===== config.mk =====
export PLATFORM = sky130hd
export DESIGN_NAME = traffic_monitor
export DESIGN_NICKNAME = d
export VERILOG_FILES = /design/src/rtl/traffic_pkg.sv /design/src/rtl/traffic_pattern_decode.sv /design/src/rtl/traffic_monitor.sv
export SDC_FILE = /design/constraint.sdc
export NUM_CORES = 1
export LEC_CHECK = 0
export ABC_CLOCK_PERIOD_IN_PS = 5100
export BUFFER_PORTS_ARGS = -buffer_cell sky130_fd_sc_hd__buf_4
export CAP_MARGIN = 10
export CORE_MARGIN = 2
export CORE_UTILIZATION = 53
export DETAILED_ROUTE_END_ITERATION = 10
export GPL_ROUTABILITY_DRIVEN = 0
export HOLD_SLACK_MARGIN = 0.1
export PLACE_DENSITY = 0.9
export SLEW_MARGIN = 30
export SYNTH_ARGS = -nofsm -noshare
export SYNTH_HDL_FRONTEND = slang
export SYNTH_SLANG_ARGS = --single-unit
export TNS_END_PERCENT = 30

===== constraint.sdc =====
create_clock -name clk_i -period 5.1 [get_ports clk_i]
set_clock_uncertainty 0.2 [all_clocks]
set_input_delay 1.53 -clock clk_i [delete_from_list [all_inputs] [get_ports clk_i]]
set_output_delay 1.53 -clock clk_i [all_outputs]
set_load 0.05 [all_outputs]

===== src/rtl/traffic_pkg.sv =====
// Shared types and constants for the four-way traffic light monitor.
package traffic_pkg;

    // Light codes as driven by the light controller; anything else is invalid.
    localparam logic [2:0] LightGreen  = 3'd1;
    localparam logic [2:0] LightYellow = 3'd2;
    localparam logic [2:0] LightRed    = 3'd3;

    // Phase codes: even = green of a direction, odd = its yellow handover.
    localparam logic [2:0] PhaseEGrn = 3'd0;
    localparam logic [2:0] PhaseEYel = 3'd1;
    localparam logic [2:0] PhaseSGrn = 3'd2;
    localparam logic [2:0] PhaseSYel = 3'd3;
    localparam logic [2:0] PhaseWGrn = 3'd4;
    localparam logic [2:0] PhaseWYel = 3'd5;
    localparam logic [2:0] PhaseNGrn = 3'd6;
    localparam logic [2:0] PhaseNYel = 3'd7;

    typedef enum logic [2:0] {
        FaultNone       = 3'd0,
        FaultIllegal    = 3'd1,
        FaultSequence   = 3'd2,
        FaultShortDwell = 3'd3,
        FaultOverstay   = 3'd4
    } fault_code_e;

    localparam logic [3:0] GREEN_CYCLES  = 4'd8;
    localparam logic [3:0] YELLOW_CYCLES = 4'd5;
    localparam logic [3:0] DwellMax      = 4'd15;

    typedef enum logic [1:0] {
        StSync  = 2'd0,
        StTrack = 2'd1,
        StFault = 2'd2
    } state_e;

    // Expected dwell of a phase: yellow phases are the odd codes.
    function automatic logic [3:0] required_dwell(input logic [2:0] phase);
        return phase[0] ? YELLOW_CYCLES : GREEN_CYCLES;
    endfunction

endpackage


===== src/rtl/traffic_pattern_decode.sv =====
// Combinational decode of the four light codes into {legal, phase}.
module traffic_pattern_decode (
    input  logic [2:0] east_i,
    input  logic [2:0] south_i,
    input  logic [2:0] west_i,
    input  logic [2:0] north_i,
    output logic       legal_o,
    output logic [2:0] phase_o
);
    import traffic_pkg::*;

    // Per-colour direction masks, bit 0 = east, going clockwise.
    logic [3:0] is_g;
    logic [3:0] is_y;
    logic [3:0] is_r;

    assign is_g = {north_i == LightGreen,  west_i == LightGreen,
                   south_i == LightGreen,  east_i == LightGreen};
    assign is_y = {north_i == LightYellow, west_i == LightYellow,
                   south_i == LightYellow, east_i == LightYellow};
    assign is_r = {north_i == LightRed,    west_i == LightRed,
                   south_i == LightRed,    east_i == LightRed};

    // Match against the eight legal masks; at most one can hit.
    always_comb begin
        legal_o = 1'b0;
        phase_o = PhaseEGrn;
        for (int d = 0; d < 4; d++) begin
            if (is_g == (4'b0001 << d) && is_r == ~(4'b0001 << d)) begin
                legal_o = 1'b1;
                phase_o = 3'(2 * d);
            end
            if (is_y == ((4'b0001 << d) | (4'b0001 << ((d + 1) % 4))) &&
                is_r == ~((4'b0001 << d) | (4'b0001 << ((d + 1) % 4)))) begin
                legal_o = 1'b1;
                phase_o = 3'(2 * d + 1);
            end
        end
    end

endmodule


===== src/rtl/traffic_monitor.sv =====
// Four-way traffic light monitor: checks light patterns, phase order and,
// with TRAFFIC_MON_TIMING_CHECK_EN defined, per-phase dwell times.
module traffic_monitor (
    input  logic       clk_i,
    input  logic       rst_ni,
    input  logic [2:0] east_i,
    input  logic [2:0] south_i,
    input  logic [2:0] west_i,
    input  logic [2:0] north_i,
    input  logic       clr_i,
    output logic       fault_o,
    output logic [2:0] fault_code_o,
    output logic [2:0] phase_o,
    output logic       phase_valid_o,
    output logic       flash_o
);
    import traffic_pkg::*;

    state_e      state_q;
    logic        fault_q;
    fault_code_e code_q;
    logic [2:0]  phase_q;
    logic        valid_q;
    logic        flash_q;
    logic [1:0]  flash_cnt_q;

`ifdef TRAFFIC_MON_TIMING_CHECK_EN
    logic [3:0]  dwell_q;
    // Set while the current phase was entered mid-way, so its length is unknown.
    logic        skip_q;
`endif

    logic        dec_legal;
    logic [2:0]  dec_phase;
    logic        changed;
    logic        in_sequence;
    fault_code_e fault_code_d;

    traffic_pattern_decode u_decode (
        .east_i  (east_i),
        .south_i (south_i),
        .west_i  (west_i),
        .north_i (north_i),
        .legal_o (dec_legal),
        .phase_o (dec_phase)
    );

    assign changed     = (dec_phase != phase_q);
    assign in_sequence = (dec_phase == phase_q + 3'd1);

    // Highest-priority fault for the current sample while tracking.
    always_comb begin
        fault_code_d = FaultNone;
        if (!dec_legal) begin
            fault_code_d = FaultIllegal;
        end else if (changed && !in_sequence) begin
            fault_code_d = FaultSequence;
`ifdef TRAFFIC_MON_TIMING_CHECK_EN
        end else if (!skip_q && changed && dwell_q < required_dwell(phase_q)) begin
            fault_code_d = FaultShortDwell;
        end else if (!skip_q && !changed && dwell_q == required_dwell(phase_q)) begin
            fault_code_d = FaultOverstay;
`endif
        end
    end

    // Monitor FSM with registered outputs.
    always_ff @(posedge clk_i or negedge rst_ni) begin
        if (!rst_ni) begin
            state_q     <= StSync;
            fault_q     <= 1'b0;
            code_q      <= FaultNone;
            phase_q     <= PhaseEGrn;
            valid_q     <= 1'b0;
            flash_q     <= 1'b0;
            flash_cnt_q <= 2'd0;
`ifdef TRAFFIC_MON_TIMING_CHECK_EN
            dwell_q     <= 4'd0;
            skip_q      <= 1'b0;
`endif
        end else begin
            unique case (state_q)
                StSync: begin
                    if (dec_legal) begin
                        state_q <= StTrack;
                        phase_q <= dec_phase;
                        valid_q <= 1'b1;
`ifdef TRAFFIC_MON_TIMING_CHECK_EN
                        dwell_q <= 4'd1;
                        skip_q  <= 1'b1;
`endif
                    end
                end
                StTrack: begin
                    if (fault_code_d != FaultNone) begin
                        state_q     <= StFault;
                        fault_q     <= 1'b1;
                        code_q      <= fault_code_d;
                        valid_q     <= 1'b0;
                        flash_q     <= 1'b1;
                        flash_cnt_q <= 2'd0;
                    end else if (changed) begin
                        phase_q <= dec_phase;
`ifdef TRAFFIC_MON_TIMING_CHECK_EN
                        dwell_q <= 4'd1;
                        skip_q  <= 1'b0;
                    end else if (dwell_q != DwellMax) begin
                        dwell_q <= dwell_q + 4'd1;
`endif
                    end
                end
                StFault: begin
                    if (clr_i) begin
                        state_q     <= StSync;
                        fault_q     <= 1'b0;
                        code_q      <= FaultNone;
                        flash_q     <= 1'b0;
                        flash_cnt_q <= 2'd0;
`ifdef TRAFFIC_MON_TIMING_CHECK_EN
                        dwell_q     <= 4'd0;
                        skip_q      <= 1'b0;
`endif
                    end else begin
                        // Beacon holds each level for four cycles.
                        flash_cnt_q <= flash_cnt_q + 2'd1;
                        if (flash_cnt_q == 2'd3) begin
                            flash_q <= ~flash_q;
                        end
                    end
                end
                default: begin
                    state_q <= StSync;
                end
            endcase
        end
    end

    assign fault_o       = fault_q;
    assign fault_code_o  = code_q;
    assign phase_o       = phase_q;
    assign phase_valid_o = valid_q;
    assign flash_o       = flash_q;

endmodule


==> results.md, run 1 <==
- CTS root buf: clkbuf_4
- Core area: 0.00190 sq mm
- DRT antenna net count: 0
- Final setup viols: 0
- Clock tree buffer depth: 2
- Worst Hold Launch: fault_o$_DFFE_PN0P_
- Status: complete, no violations
- Final Util: 66.1%
- Full die area: ~0.0023 sq mm
- CP max FO: 5
- Minimum clock period: 3.76 ns
- Ports: 24
- FP Rows: 16
- GRT Resource Usage Total: a little over 20%
- Slowest cell on crit path: or3b_1
- Tot Pwr: about 0.26 mW
- Synth unique cells: 59
- Area Overhead vs Synth: 20.4%
- Slowest stage delay, CP: 0.45 ns
- Clock-pin transition on the worst setup and hold timing paths: 0.07 ns
- PwrDens: just over 200 mW/mm^2
- Startpoint types: input port
- Ys flop type: dfrtp_1
- WP data required: a little over 5 ns
- Hold Vio Cnt, Final: 0
- Cell Area, Synth: roughly 0.0010 sq mm
- Initial drt markers: 7
- First-pass GRT wire length: a little under 4000 um
- Via density: approximately 5.9
- Initial antenna violation count: 0
- Final hold slack: roughly 0.29 ns
- Worst r2r src: phase_o[0]$_DFFE_PN0P_
- Worst vdd ir: around 0.17 mV
- Initial Utilization: 54.9%
- Die H: roughly 48 um
- Yosys warns: 0
- Mapped Cells: 109
- Final Non-Filler Cells: about 160
- CTS buffer count: 3
- PortBufs: 22
- Max Cap Viol: 0
- Mapped Nets: 126
- DP Area: 0.00122 sq mm
- Largest net degree at the start of global routing: 13
- Post-Syn Area per Cell: 9.57 sq um
- Final period utilization: 73.7%
- R2R depth: 6
- H-tree depth: 1
- WL final: between 2000 and 2500 um
- Reg-to-reg critical path endpoint: phase_o[1]$_DFFE_PN0P_
- WS Path Type: input port to register
- Design area: around 0.0013 sq mm
- DP Worst Slack: 1.07 ns
- Drt pass-1 iters: 4
- Post_cts resized: 0
- Seq cells post-synth: 12
- Layout cells sized above 1: between 30% and 40%
- DP HPWL: 1810 um
- RSZ-0062 raised after global routing: false
- DR WL/cell: 14.2 um
- Routed vias: 936
- EDFF count, synth: 0
- Diodes inserted: 0
- Static leakage: between 0.5 and 0.6 nW
- Sequential cell area fraction in the yosys report: 28.8%
- CP Capture Type: register
- FF-to-FF setup slack: 2.81 ns
- Num Clock Sinks: 12
- Vias in the first global route: about 940
- Setup ws final: approximately 1.3 ns
- Fmax: roughly 0.27 GHz
- Arrival time at the worst endpoint: around 3.7 ns
- Placed Cells: between 150 and 200
- Die X: 48.4 um
- Final Slew Violations: 0
- HP Class: register to register
- Async S/R FF share, synth: 100%
- Hold endpoint: fault_o$_DFFE_PN0P_
- Post-CTS setup buffers: 0
- Hold path depth: 1
- CP Cell Sequence: buf_4, or3b_1, a31oi_1, o22ai_2, or3_4, nand2b_1, a21o_1, mux2_4
- Final #Nets: 150
- Hold Buf Count CTS: 0
- Worst-Skew Late Latency: ~0.27 ns
- DR DRC count: 0
- Congestion Overflow GR: 0
- CTS tree: built
- TNS Setup: 0 ns
[synthesized netlist by cell type, types with 2 or more instances]
library cell | n | area (sq um)
nand2b_1 | 2 | 12.5
dfrtp_1 | 12 | 300
nand4bb_1 | 2 | 22.5
nand3b_1 | 3 | 22.5
and3b_1 | 2 | 17.5
nand3_1 | 3 | 15.0
nor3_1 | 3 | 15.0
or2b_2 | 2 | 17.5
nor2b_1 | 2 | 12.5
o21ai_0 | 2 | 10.0
or3b_1 | 3 | 26.3
nand2_1 | 4 | 15.0
xnor2_1 | 3 | 26.3
o21a_1 | 2 | 15.0
inv_1 | 4 | 15.0
a21oi_1 | 5 | 25.0
ha_1 | 2 | 25.0
nor2_1 | 8 | 30.0
nor3b_1 | 4 | 30.0
a31oi_1 | 2 | 12.5
[placed cells by master, fill, tap and decap left out, types with 2 or more instances in the layout]
| cell type | count |
|---|---|
| and3b_1 | 2 |
| nand2_1 | 4 |
| nand2b_1 | 2 |
| buf_4 | 22 |
| nor3b_1 | 4 |
| nand3_1 | 3 |
| dfrtp_1 | 12 |
| a21oi_1 | 5 |
| nand4bb_1 | 2 |
| nor2_1 | 8 |
| a31oi_1 | 2 |
| ha_1 | 2 |
| clkbuf_4 | 3 |
| or3b_1 | 3 |
| inv_1 | 4 |
| nor3_1 | 3 |
| or2b_2 | 2 |
| nand3b_1 | 3 |
| o21ai_0 | 2 |
| o21a_1 | 2 |
| xnor2_1 | 3 |
| nor2b_1 | 2 |
[registers in the layout, summed over array words and instances (netlist names)]
| signal | flops |
|---|---|
| phase_valid_o | 1 |
| phase_o | 3 |
| fault_code_o | 2 |
| flash_o | 1 |
| fault_o | 1 |
| state_q | 2 |
| flash_cnt_q | 2 |
[metal layers]
layer | routed length (um) | global-route usage [%]
met1 | 999 | 24.8
met2 | 1110 | 36.3
met3 | 85 | 5.25
met4 | 62 | 6.67
met5 | 0 | 0
[cells by family after synthesis]
| kind of cell | count (synthesis) | share of synthesized area (%) |
|---|---|---|
| compound gates | 29 | 24.1 |
| xor+xnor | 4 | 3.36 |
| fa+ha+maj | 2 | 2.40 |
| buf+inv | 8 | 3.96 |
| flops | 12 | 28.8 |
| mux | 3 | 3.48 |
| other cells | 1 | 0.359 |
| simple gates | 50 | 33.6 |
[area by class of cell]
type,instances,area (sq um)
multi-input combinational,89,702
fill,157,646
sequential,12,300
timing repair buffer,22,165
clock buffer,4,36.3
tap,27,33.8
inverter,5,18.8
[where the power goes]
part           leakage [nW]  internal [mW]  switching (mW)
clock                0.0210         0.0434          0.0306
sequential            0.158          0.103         0.00584
combinational         0.359         0.0313          0.0447
total                 0.538          0.178          0.0811
[critical path: cells and delay by family]
kind | cells | cell delay [ns]
AND/OR/NAND/NOR | 3 | 1.05
AO/OA/AOI/OAI | 3 | 0.70
buffers and inverters | 1 | 0.12
multiplexers | 1 | 0.31
[worst max path at each step]
stage | from | slack, ns | to | cells past startpoint
6_report | south_i[2] | 1.34 | phase_o[1]$_DFFE_PN0P_ | 8
5_1_grt | south_i[2] | 1.23 | phase_o[1]$_DFFE_PN0P_ | 8
4_1_cts | south_i[2] | 1.35 | phase_o[1]$_DFFE_PN0P_ | 8
3_5_place_dp | south_i[2] | 1.07 | phase_o[1]$_DFFE_PN0P_ | 8
3_3_place_gp | south_i[2] | 1.12 | phase_o[1]$_DFFE_PN0P_ | 8
2_1_floorplan | south_i[2] | 1.39 | phase_o[1]$_DFFE_PN0P_ | 7
Note: power is estimated with default switching activity, not from simulation.
==> run 2, diff against run 1 <==
Settings changed: ABC_CLOCK_PERIOD_IN_PS 5100 to 3700.
Clock period 5.1 ns to 3.7 ns, I/O delays scaled along.
==> run 2 against run 1 <==
Against the previous run:
- combinational power up 38%
- global-route usage up 0.25 points
- clock-buffer cell count unchanged
- largest power group unchanged
==> results.md, run 2 (same netlist as run 1, synthesis figures left out) <==
- Clock-pin transition on the worst setup and hold timing paths: approximately 0.070 ns
- Num Clock Sinks: 12
- Max reg flops: 3
- DR DRC count: 0
- Filler cells: roughly 160
- Ports: 24
- DP HPWL: about 1800 um
- H-tree depth: 1
- WL final: between 2000 and 2500 um
- CP Cell Sequence: buf_4, or3b_1, a31oi_1, o22ai_2, or3_4, nand2b_1, a21o_1, mux2_4
- Worst-Skew Late Latency: about 0.27 ns
- PwrDens: about 280 mW/mm^2
- Via density: 5.86
- Initial drt markers: 11
- Placed Cells: 155
- Startpoint types: input port
- Layout cells sized above 1: about a third
- GRT Resource Usage Total: 20.9%
- PortBufs: 22
- TNS Setup: 0 ns
- Clock tree buffer depth: 2
- CP Capture Type: register
- CTS tree: built
- Initial Utilization: 54.9%
- Initial antenna violation count: 0
- Congestion Overflow GR: 0
- Routed vias: 932
- Post-CTS setup buffers: 0
- First-pass GRT wire length: about 3900 um
- Hold Buf Count CTS: 0
- Post_cts resized: 0
- Final #Nets: 150
- M1 GR Usage: 26.5%
- Status: complete, no violations
- WP data required: 3.66 ns
- Slowest cell on crit path: or3b_1
- Slowest stage delay, CP: between 0.4 and 0.5 ns
- HP Class: register to register
- Core area: between 0.0015 and 0.002 sq mm
- Met3 Usage GRT: under 10%
- Met2 usage: between 30% and 40%
- Area of the multi-input gates: 702 sq um
- Area Overhead vs Synth: 20.4%
- FP Rows: 16
- Fmax: about 0.30 GHz
- Static leakage: 0.538 nW
- Die H: between 40 and 50 um
- Arrival time at the worst endpoint: approximately 3.3 ns
- RSZ-0062 raised after global routing: false
- Final Slew Violations: 0
- Commonest non-fill, non-tap cell in the layout: buf_4
- Final setup viols: 0
- Max Cap Viol: 0
- Hold Vio Cnt, Final: 0
- Top Usage Layer GRT: met2
- Full die area: 0.00234 sq mm
- WS Path Type: input port to register
- CTS buffer count: 3
- Commonest non-fill, non-tap cells in the layout: buf_4 (22), dfrtp_1 (12), nor2_1 (8)
- Worst vdd ir: about 0.23 mV
- Largest net degree at the start of global routing: 13
- Vias in the first global route: about 900
- FF+latch area: 300 sq um
- Final Non-Filler Cells: between 150 and 200
- CP max FO: 5
- Minimum clock period: 3.34 ns
- DRT antenna net count: 0
- Final period utilization: roughly 90%
- Die X: about 48 um
- Drt pass-1 iters: 4
- CTS root buf: clkbuf_4
- DR WL/cell: between 10 and 15 um
- Diodes inserted: 0
run 2: metal layers:
| metal | vias to the layer above | wire (um) |
|---|---|---|
| met5 | - | 0 |
| met4 | 0 | 29 |
| met3 | 4 | 91 |
| met2 | 31 | 1130 |
| met1 | 439 | 1060 |
| li1 | 458 | - |
run 2: power breakdown:
part	total, mW	internal (mW)	switching [mW]
clock	0.101	0.0598	0.0414
combinational	0.105	0.0433	0.0620
sequential	0.150	0.142	0.00816
run 2: critical path, delay by kind of cell:
kind                   cells  cell delay (ns)
AND/OR/NAND/NOR            3             1.06
AO/OA/AOI/OAI              3             0.70
multiplexers               1             0.31
buffers and inverters      1             0.12
run 2: final cells by class:
cell class / instances / share of cell area (%)
Multi-Input combinational cell: 89 / 55.9
Tap cell: 27 / 2.69
Sequential cell: 12 / 23.9
Clock buffer: 4 / 2.89
Timing Repair Buffer: 22 / 13.1
Inverter: 5 / 1.49
run 2: worst paths after layout:
path / start / end / cells past startpoint / slack [ns]
min in group asynchronous: rst_ni / flash_o$_DFFE_PN0P_ / 1 / 0.46
min: fault_o$_DFFE_PN0P_ / fault_o$_DFFE_PN0P_ / 1 / 0.29
min reg2reg: fault_o$_DFFE_PN0P_ / fault_o$_DFFE_PN0P_ / 1 / 0.29
max: south_i[2] / phase_o[1]$_DFFE_PN0P_ / 8 / 0.36
max in group asynchronous: rst_ni / phase_valid_o$_DFFE_PN0P_ / 1 / 2.68
max reg2reg: phase_o[0]$_DFFE_PN0P_ / phase_o[1]$_DFFE_PN0P_ / 6 / 1.40
run 2: stage by stage:
stage               hold slack (ns)  utilization, %  setup WS, ns  power [mW]  instance area (sq um)
floorplan                     0.286               -         0.405       0.219                   1040
global placement              0.269            64.1         0.137       0.254                   1220
detailed placement            0.269            64.1        0.0966       0.257                   1220
CTS                           0.286            66.1         0.374       0.359                   1260
global route                  0.330            66.1         0.261       0.376                   1260
finish                        0.286            66.1         0.359       0.357                   1260
